==> src/rtl/oled_pkg.sv <==
// -----------------------------------------------------------------------------
// oled_pkg
//   Shared definitions for the OLED display path.
//   - SSD1306-style command byte constants (page addressing for the frame
//     streamer, power-up / orientation codes for the SPI serializer).
//   - State encoding of oled_frame_streamer.
// -----------------------------------------------------------------------------
package oled_pkg;

    // Page-addressing commands emitted ahead of every page.
    localparam logic [7:0] OLED_CMD_PAGE_BASE = 8'hB0;  // OR-ed with page number
    localparam logic [7:0] OLED_CMD_COL_LO    = 8'h00;  // column start, low nibble
    localparam logic [7:0] OLED_CMD_COL_HI    = 8'h10;  // column start, high nibble

    // Power-up / orientation codes used by the serializer's init sequence.
    localparam logic [7:0] OLED_CMD_DISPLAY_OFF = 8'hAE;
    localparam logic [7:0] OLED_CMD_DISPLAY_ON  = 8'hAF;
    localparam logic [7:0] OLED_CMD_CHARGE_PUMP = 8'h8D;
    localparam logic [7:0] OLED_CMD_PRECHARGE   = 8'hD9;
    localparam logic [7:0] OLED_CMD_SEG_REMAP   = 8'hA1;
    localparam logic [7:0] OLED_CMD_COM_SCAN    = 8'hC8;
    localparam logic [7:0] OLED_CMD_COM_PINS    = 8'hDA;

    // Frame streamer states.
    typedef enum logic [2:0] {
        ST_IDLE,    // no frame in progress
        ST_CMD,     // offering page command byte cmd_idx
        ST_FETCH,   // framebuffer read strobe
        ST_RDWAIT,  // read data arrives, captured into out_byte
        ST_DATA,    // offering one display data byte
        ST_GAP      // idle interval between auto-refreshed frames
    } stream_state_t;

endpackage

==> src/rtl/oled_frame_streamer.sv <==
// -----------------------------------------------------------------------------
// oled_frame_streamer
//   Walks a PAGES x COLS monochrome framebuffer page by page and streams it to
//   the OLED SPI serializer over a valid/ready handshake. Each page is preceded
//   by three page-addressing command bytes (dc=0) followed by COLS data bytes
//   (dc=1). Each data byte costs FETCH, RDWAIT, DATA (3 cycles minimum).
//
//   Optional feature, macro OLED_FRAME_AUTO_REFRESH_EN:
//     defined   - after each frame wait REFRESH_GAP cycles in GAP, then start
//                 the next frame on its own.
//     undefined - every frame ends in IDLE; a new frame needs start.
//
// Ports
//   clock      in   system clock
//   reset      in   asynchronous active-high reset
//   start      in   request one frame (honoured in IDLE/GAP, not on done cycle)
//   abort      in   synchronous; drop the frame, back to IDLE, no done
//   fb_rd      out  framebuffer read strobe
//   fb_addr    out  read address, page*COLS + col (registered)
//   fb_data    in   read data, valid one cycle after fb_rd
//   out_valid  out  byte available to the serializer
//   out_ready  in   serializer accepts the byte
//   out_byte   out  byte to shift out
//   out_dc     out  0 = command, 1 = display data
//   busy       out  frame in progress
//   done       out  one-cycle pulse after the last data byte is accepted
// -----------------------------------------------------------------------------
module oled_frame_streamer
    import oled_pkg::*;
#(
    parameter int PAGES = 4,
    parameter int COLS  = 128,
`ifdef OLED_FRAME_AUTO_REFRESH_EN
    parameter int REFRESH_GAP = 50000,
`endif
    localparam int AW = $clog2(PAGES * COLS)
) (
    input  logic          clock,
    input  logic          reset,
    input  logic          start,
    input  logic          abort,
    output logic          fb_rd,
    output logic [AW-1:0] fb_addr,
    input  logic [7:0]    fb_data,
    output logic          out_valid,
    input  logic          out_ready,
    output logic [7:0]    out_byte,
    output logic          out_dc,
    output logic          busy,
    output logic          done
);

    localparam int CW = $clog2(COLS);
    localparam int PW = $clog2(PAGES);

    localparam logic [CW-1:0] COL_LAST  = CW'(COLS - 1);
    localparam logic [PW-1:0] PAGE_LAST = PW'(PAGES - 1);

    stream_state_t state;
    logic [PW-1:0] page;
    logic [CW-1:0] col;
    logic [1:0]    cmd_idx;
`ifdef OLED_FRAME_AUTO_REFRESH_EN
    logic [31:0]   gap_cnt;
`endif

    logic xfer;
    assign xfer = out_valid & out_ready;

    // Page command byte selection: B0|page, then column low, then column high.
    function automatic logic [7:0] cmd_byte(input logic [1:0] idx, input logic [PW-1:0] p);
        // NOTE: every path returns a value; a case without default in
        // combinational code is how unintended latches get inferred.
        case (idx)
            2'd0:    return OLED_CMD_PAGE_BASE | 8'(p);
            2'd1:    return OLED_CMD_COL_LO;
            default: return OLED_CMD_COL_HI;
        endcase
    endfunction

    function automatic logic [AW-1:0] pix_addr(input logic [PW-1:0] p, input logic [CW-1:0] c);
        return AW'(p) * AW'(COLS) + AW'(c);
    endfunction

    always_ff @(posedge clock or posedge reset) begin
        if (reset) begin
            state     <= ST_IDLE;
            page      <= '0;
            col       <= '0;
            cmd_idx   <= '0;
            fb_rd     <= 1'b0;
            fb_addr   <= '0;
            out_valid <= 1'b0;
            out_byte  <= 8'h00;
            out_dc    <= 1'b0;
            busy      <= 1'b0;
            done      <= 1'b0;
`ifdef OLED_FRAME_AUTO_REFRESH_EN
            gap_cnt   <= '0;
`endif
        end else begin
            // NOTE: non-blocking assignments throughout, so every branch below
            // reads the pre-edge values of state and counters.
            done <= 1'b0;

            if (abort) begin
                // Abort wins over start and over a transfer in the same cycle;
                // the byte on offer is simply withdrawn.
                state     <= ST_IDLE;
                out_valid <= 1'b0;
                fb_rd     <= 1'b0;
                busy      <= 1'b0;
            end else begin
                case (state)
                    ST_IDLE: begin
                        // A start coinciding with the done pulse is ignored.
                        if (start && !done) begin
                            state     <= ST_CMD;
                            page      <= '0;
                            col       <= '0;
                            cmd_idx   <= '0;
                            busy      <= 1'b1;
                            out_valid <= 1'b1;
                            out_dc    <= 1'b0;
                            out_byte  <= cmd_byte(2'd0, '0);
                        end
                    end

                    ST_CMD: begin
                        if (xfer) begin
                            if (cmd_idx != 2'd2) begin
                                cmd_idx  <= cmd_idx + 2'd1;
                                out_byte <= cmd_byte(cmd_idx + 2'd1, page);
                            end else begin
                                state     <= ST_FETCH;
                                out_valid <= 1'b0;
                                fb_rd     <= 1'b1;
                                fb_addr   <= pix_addr(page, col);
                            end
                        end
                    end

                    ST_FETCH: begin
                        fb_rd <= 1'b0;
                        state <= ST_RDWAIT;
                    end

                    ST_RDWAIT: begin
                        out_byte  <= fb_data;
                        out_dc    <= 1'b1;
                        out_valid <= 1'b1;
                        state     <= ST_DATA;
                    end

                    ST_DATA: begin
                        if (xfer) begin
                            if (col != COL_LAST) begin
                                col       <= col + CW'(1);
                                state     <= ST_FETCH;
                                out_valid <= 1'b0;
                                fb_rd     <= 1'b1;
                                fb_addr   <= pix_addr(page, col + CW'(1));
                            end else if (page != PAGE_LAST) begin
                                page      <= page + PW'(1);
                                col       <= '0;
                                cmd_idx   <= '0;
                                state     <= ST_CMD;
                                out_dc    <= 1'b0;
                                out_byte  <= cmd_byte(2'd0, page + PW'(1));
                            end else begin
                                out_valid <= 1'b0;
                                busy      <= 1'b0;
                                done      <= 1'b1;
`ifdef OLED_FRAME_AUTO_REFRESH_EN
                                state     <= ST_GAP;
                                gap_cnt   <= '0;
`else
                                state     <= ST_IDLE;
`endif
                            end
                        end
                    end

`ifdef OLED_FRAME_AUTO_REFRESH_EN
                    ST_GAP: begin
                        // Leaves after REFRESH_GAP counted cycles, so the next
                        // B0 shows REFRESH_GAP+1 cycles after done.
                        if ((start && !done) || gap_cnt == 32'(REFRESH_GAP)) begin
                            state     <= ST_CMD;
                            page      <= '0;
                            col       <= '0;
                            cmd_idx   <= '0;
                            busy      <= 1'b1;
                            out_valid <= 1'b1;
                            out_dc    <= 1'b0;
                            out_byte  <= cmd_byte(2'd0, '0);
                        end else begin
                            gap_cnt <= gap_cnt + 32'd1;
                        end
                    end
`endif

                    default: begin
                        state     <= ST_IDLE;
                        out_valid <= 1'b0;
                        fb_rd     <= 1'b0;
                        busy      <= 1'b0;
                    end
                endcase
            end
        end
    end

endmodule
==> config.mk <==
export PLATFORM = sky130hd
export DESIGN_NAME = oled_frame_streamer
export DESIGN_NICKNAME = d
export VERILOG_FILES = /design/src/rtl/oled_pkg.sv /design/src/rtl/oled_frame_streamer.sv
export SDC_FILE = /design/constraint.sdc
export NUM_CORES = 1
export LEC_CHECK = 0
export ABC_AREA = 1
export BUFFER_PORTS_ARGS = -buffer_cell sky130_fd_sc_hd__buf_2
export CAP_MARGIN = 20
export CELL_PAD_IN_SITES_DETAIL_PLACEMENT = 1
export CELL_PAD_IN_SITES_GLOBAL_PLACEMENT = 2
export CORE_MARGIN = 2
export CORE_UTILIZATION = 30
export CTS_CLUSTER_SIZE = 10
export DETAILED_ROUTE_END_ITERATION = 10
export HOLD_SLACK_MARGIN = 0.05
export PLACE_DENSITY = 0.74
export SLEW_MARGIN = 15
export SYNTH_ARGS = -nofsm -noshare
export SYNTH_HDL_FRONTEND = slang
export SYNTH_SLANG_ARGS = --single-unit
export TNS_END_PERCENT = 1
==> constraint.sdc <==
create_clock -name clock -period 2.5 [get_ports clock]
set_input_delay 0 -clock clock [delete_from_list [all_inputs] [get_ports clock]]
set_output_delay 0 -clock clock [all_outputs]
set_load 0.05 [all_outputs]
==> flow_summary.yaml, run 1 <==
yosys:
  synth_cell_types: 29
  synth_nets: 302
  ys_seq_elements: 36
  syn_area_per_cell_um2: 7.283
  synthCells: 284
  syn_area_mm2: 0.002068
  synth_warnings: 0
  synth_seq_area_share: 0.4356
timing:
  fmax_ghz: 0.5214
  fin_crit_sh: 0.7671
  skew_ns: 0.007162
  rsz0062_at_grt: "no"
  hold_viol: 0
  slew_headroom: 0.5149
  whs_ns: 0.05305
  period_needed_ns: 1.918
  setup-violations-final: 0
  finalSetupTns_ns: 0
  tightest_slew_ns: 0.7269
  slew_violations: 0
floorplan:
  core_region_area_mm2: 0.006719
  rows: 30
  start_util: 0.3078
  die_w_um: 87.03
  dieArea_mm2: 0.007574
  num_io_pins: 35
  die_h_um: 87.03
setup_path:
  worst_ep_arrival_time_ns: 2.14
  criticalPathCategory: "flip-flop to flip-flop"
  end_kind: "flip-flop"
  cp-start-kind: "flip-flop"
  cp_data_required_time_ns: 2.72
  path_max_fanout: 17
clock_network:
  root_buffer: "clkbuf_8"
  htree_num_levels: 2
  cts.sinks: 36
  path_clk_slew_ns: 0.07
  clock_path_buffers: 2
  cts_buffers: 5
  cts_resized: 0
  cts_tree: "done"
  clkLatencyLatePin_ns: 0.29
finish:
  multi_input_area_mm2: 0.001036
  layout.nets: 344
  fillers: 859
  final-seq-area_um2: 900.9
  final_util: 0.3654
  fin_cells: 406
  area_growth_pct: 18.69
  layout-drive-gt1-share: 0.1963
  diodes: 0
global_route:
  antenna_found_initial: 0
  overflow: 0
  grt_max_degree: 20
  grt_first_pass_wirelength_um: 9798
  track_usage: 0.1663
  grt_pass1_vias: 1960
routing:
  remaining_drc_errors: 0
  wl_per_cell_um: 14.33
  wl_um: 5818
  num_vias: 1911
  via_per_inst: 4.707
  firstDrtPassIters: 4
  final_antenna_net_count: 0
  drt_first_iter_violations: 56
placement:
  portBuffers: 34
  dp_cells: 395
  place_congestion: 0.7895
  dpl.hpwl_um: 4323
power_and_ir_drop:
  p_leak_nw: 1.337
  ir_worst_vdd_mv: 0.3686
  powerDensity_mw_per_mm2: 824.3
job:
  timing.max_cap.violations: 0
hold_path:
  hold_class: "input port to flip-flop"
outcome:
  status: "completed"
[what timing repair did]
| action | in CTS | in global routing |
|---|---|---|
| setup buffers | 0 | 0 |
| hold buffers | 4 | 0 |
| endpoints found under the hold margin | 20 | 0 |
| setup endpoints to repair | 0 | 0 |
[cell usage in the layout (no fill, tap or decap), types with 4 or more instances in the layout]
cell and count:
a21oi_1 6, buf_2 34, clkbuf_8 7, dfrtp_1 36, dlygate4sd3_1 4, ha_1 5
inv_1 21, inv_2 5, nand2_1 113, nand3_1 26, nor2_1 22, o21ai_0 15
[through the flow]
stage	setup WS, ns	power, mW	area [um^2]
after global placement	0.6292	1.566	2318
after CTS	0.5802	2.050	2455
after global routing	0.4053	2.183	2455
after detailed placement	0.5962	1.577	2318
after floorplan	0.8302	1.359	2068
final	0.5822	2.023	2455
[path summary, 6_finish.rpt]
check / startpoint / end / slack [ns] / depth (start not counted)
min in group asynchronous: reset / fb_addr[7]$_DFFE_PP0P_ / 0.37 / 3
setup reg to reg: state[1]$_DFFE_PP0P_ / fb_addr[5]$_DFFE_PP0P_ / 0.58 / 9
hold / removal: fb_data[1] / out_byte[1]$_DFFE_PP0P_ / 0.05 / 5
max in group asynchronous: reset / out_byte[5]$_DFFE_PP0P_ / 1.37 / 4
hold reg to reg: out_byte[7]$_DFFE_PP0P_ / out_byte[7]$_DFFE_PP0P_ / 0.47 / 2
setup / recovery: state[1]$_DFFE_PP0P_ / fb_addr[5]$_DFFE_PP0P_ / 0.58 / 9
[sequential cells by signal, indices dropped and copies added, names as in the netlist]
register	cells
busy	1
cmd_idx	2
col	7
done	1
fb_addr	9
fb_rd	1
out_byte	8
out_dc	1
out_valid	1
page	2
state	3
[critical path, cell delays in order (launching register included)]
cell and delay (ns):
dfrtp_1 0.47, nor2_4 0.25, nand2_4 0.20, inv_2 0.23
nand2_1 0.10, nand2_1 0.15, nor2_4 0.09, inv_2 0.19
nand2_1 0.08, o21ai_1 0.08
[cells in the mapped netlist, drive strengths merged]
library cell / number / area, um^2
nor2: 28 / 135.1
or2: 1 / 6.260
nand2: 116 / 447.9
a21oi: 7 / 38.79
ha: 5 / 62.56
nand4: 3 / 18.77
nand3: 29 / 160.2
nor3: 1 / 5.000
clkbuf: 1 / 3.750
buf: 3 / 23.77
dfrtp: 36 / 900.9
o211ai: 3 / 22.52
o21ai: 20 / 107.6
nand3b: 1 / 7.510
xor2: 2 / 17.52
and3: 1 / 6.260
inv: 27 / 103.9
[cell families after synthesis]
group,count (synthesis),synth area share
AND/OR/NAND/NOR,180,0.3805
flip-flops,36,0.4356
buffers and inverters,31,0.06352
AO/OA/AOI/OAI,30,0.08167
adder cells (fa/ha/maj),5,0.03025
XOR/XNOR,2,0.008471
[final cells by class]
| cell class | count | share of cell area |
|---|---|---|
| Multi-Input combinational cell | 217 | 0.4220 |
| Sequential cell | 36 | 0.3670 |
| Timing Repair Buffer | 39 | 0.08869 |
| Inverter | 27 | 0.04230 |
| Tap cell | 80 | 0.04077 |
| Clock buffer | 7 | 0.03925 |
[where the power goes]
group | switching [mW] | internal, mW
combinational | 0.622 | 0.221
clock | 0.211 | 0.246
sequential | 0.0655 | 0.658
[metal layers]
metal / vias up / global-route usage / wire (um)
met5: - / 0 / 0
met4: 0 / 0.04545 / 56
met3: 4 / 0.02938 / 210
met2: 33 / 0.2554 / 2487
met1: 879 / 0.2396 / 3063
li1: 995 / - / -
No activity file was read; power rests on OpenSTA's default activity.
==> run 2, diff against run 1 <==
--- a/config.mk
+++ b/config.mk
@@ -11,11 +11,11 @@
 export CELL_PAD_IN_SITES_DETAIL_PLACEMENT = 1
 export CELL_PAD_IN_SITES_GLOBAL_PLACEMENT = 2
 export CORE_MARGIN = 2
-export CORE_UTILIZATION = 30
+export CORE_UTILIZATION = 28
 export CTS_CLUSTER_SIZE = 10
 export DETAILED_ROUTE_END_ITERATION = 10
 export HOLD_SLACK_MARGIN = 0.05
-export PLACE_DENSITY = 0.74
+export PLACE_DENSITY = 0.73
 export SLEW_MARGIN = 15
 export SYNTH_ARGS = -nofsm -noshare
 export SYNTH_HDL_FRONTEND = slang
==> constraint.sdc (replaced) <==
create_clock -name clock -period 1.64 [get_ports clock]
set_input_delay 0 -clock clock [delete_from_list [all_inputs] [get_ports clock]]
set_output_delay 0 -clock clock [all_outputs]
set_load 0.05 [all_outputs]
==> run 2 against run 1 <==
Against the previous run: combinational power increased by 84%; sequential power increased by 49%; sequential share of layout area decreased by 4.2 points; die area increased by 6.8%; cell count increased by 12%; global-route usage decreased by 1.0 points; critical path type unchanged; clock power increased by 53%; critical path depth decreased by 1; clock skew increased by 0.0076 ns; hold slack improved by 0.017 ns.
==> flow_summary.yaml, run 2 (synthesis gave the netlist of run 1 again) <==
finish:
  layout.nets: 375
  final_common_cell: "nand2_1"
  final_cell_mix: "nand2_1 (110), dfrtp_1 (34), buf_2 (34), buf_4 (30), nand3_1 (24)"
  largest_register_ffs: 9
  final_util: 0.3854
  reg_top3: "fb_addr x9, out_byte x8, col x7"
  top_register: "fb_addr"
  layout-drive-gt1-share: 0.2997
  diodes: 0
  area_growth_pct: 34.42
floorplan:
  dieArea_mm2: 0.008090
  num_io_pins: 35
  die_w_um: 89.95
  die_h_um: 89.95
  core_region_area_mm2: 0.007214
  start_util: 0.2867
  rows: 31
setup_path:
  endpoint: "fb_addr[5]$_DFFE_PP0P_"
  end_kind: "flip-flop"
  cp-start-kind: "flip-flop"
  r2r-end: "fb_addr[5]$_DFFE_PP0P_"
  criticalPathCategory: "flip-flop to flip-flop"
  worst_ep_arrival_time_ns: 1.73
  path_max_fanout: 6
  rr_worst_depth: 8
  rr_startpoint: "state[2]$_DFFE_PP0P_"
  rrSetupSlack_ns: 0.12
  cp-startpoint: "state[2]$_DFFE_PP0P_"
  cp_data_required_time_ns: 1.85
clock_network:
  cts.sinks: 36
  clkLatencyLatePin_ns: 0.29
  path_clk_slew_ns: 0.08
  htree_num_levels: 2
  clock_path_buffers: 2
  root_buffer: "clkbuf_8"
  cts_tree: "done"
  cts_buffers: 5
power_and_ir_drop:
  ir_worst_vdd_mv: 0.4901
  p_leak_nw: 1.497
  powerDensity_mw_per_mm2: 1197
global_route:
  track_usage: 0.1561
  grt_pass1_vias: 2128
  grt_first_pass_wirelength_um: 10300
  overflow: 0
  antenna_found_initial: 0
  grt_max_degree: 37
outcome:
  status: "completed"
routing:
  via_per_inst: 4.559
  drt_first_iter_violations: 48
  final_antenna_net_count: 0
  firstDrtPassIters: 4
  wl_um: 6043
  remaining_drc_errors: 0
  num_vias: 2079
  wl_per_cell_um: 13.25
timing:
  slew_violations: 0
  tightest_slew_ns: 0.4847
  fmax_ghz: 0.6568
  hold_viol: 0
  skew_ns: 0.01473
  slew_headroom: 0.6768
  whs_ns: 0.06994
  fin_crit_sh: 0.9284
  rsz0062_at_grt: "yes"
  period_needed_ns: 1.523
  setup-violations-final: 0
job:
  timing.max_cap.violations: 0
placement:
  portBuffers: 34
  place_congestion: 0.7877
  dpl.hpwl_um: 4661
hold_path:
  min_from: "fb_data[4]"
  hold_class: "input port to flip-flop"
## run 2: report_power, final
group / switching (mW) / internal, mW
clock: 0.324 / 0.375
sequential: 0.0757 / 1.01
combinational: 1.02 / 0.529
total: 1.42 / 1.91
## run 2: area by class of cell
type                       instances  area [um^2]
tap                               99        123.9
fill                             957         4434
multi-input combinational        217         1081
inverter                          27        108.9
timing repair buffer              70        466.7
clock buffer                       7        96.34
sequential                        36        903.4
## run 2: worst min path at each step
stage / end / slack, ns / depth (start not counted)
after detailed placement: page[0]$_DFFE_PP0P_ / 0.15 / 3
final: out_byte[4]$_DFFE_PP0P_ / 0.07 / 5
after global routing: out_byte[1]$_DFFE_PP0P_ / 0.1 / 5
after floorplan: out_byte[2]$_DFFE_PP0P_ / 0.14 / 2
after CTS: out_byte[1]$_DFFE_PP0P_ / 0.07 / 5
after global placement: out_dc$_DFFE_PP0P_ / 0.14 / 3
## run 2: layer usage
layer	GRT usage	routed length [um]
met5	0	0
met3	0.02347	126
met1	0.2274	3200
met2	0.2462	2661
met4	0.03462	55
## run 2: timing repair
action	CTS	global route
pin swaps	1	3
endpoints found under the hold margin	39	0
resized for setup	3	15
buffers inserted	1	2
hold buffers	4	0
endpoints found under the setup margin	8	32
## run 2: critical path, stage by stage (launching register included)
cell and delay (ns):
dfrtp_2 0.49, inv_4 0.13, nand3_2 0.14, nand2_2 0.10
nand2_1 0.08, nor2_4 0.16, buf_4 0.16, nand2_1 0.06
o21ai_1 0.12
## run 2: metrics by stage
stage | total power, mW | setup TNS (ns) | instance area [um^2] | worst slack, ns | cells
2_1_floorplan | 2.074 | 0 | 2069 | 0.1042 | 284
3_3_place_gp | 2.570 | -0.2226 | 2566 | -0.03192 | 442
3_5_place_dp | 2.581 | -0.3503 | 2566 | -0.05927 | 442
4_1_cts | 3.319 | 0 | 2715 | 0.02287 | 454
5_1_grt | 3.579 | -0.01347 | 2780 | -0.01140 | 456
6_report | 3.328 | 0 | 2780 | 0.1175 | 456
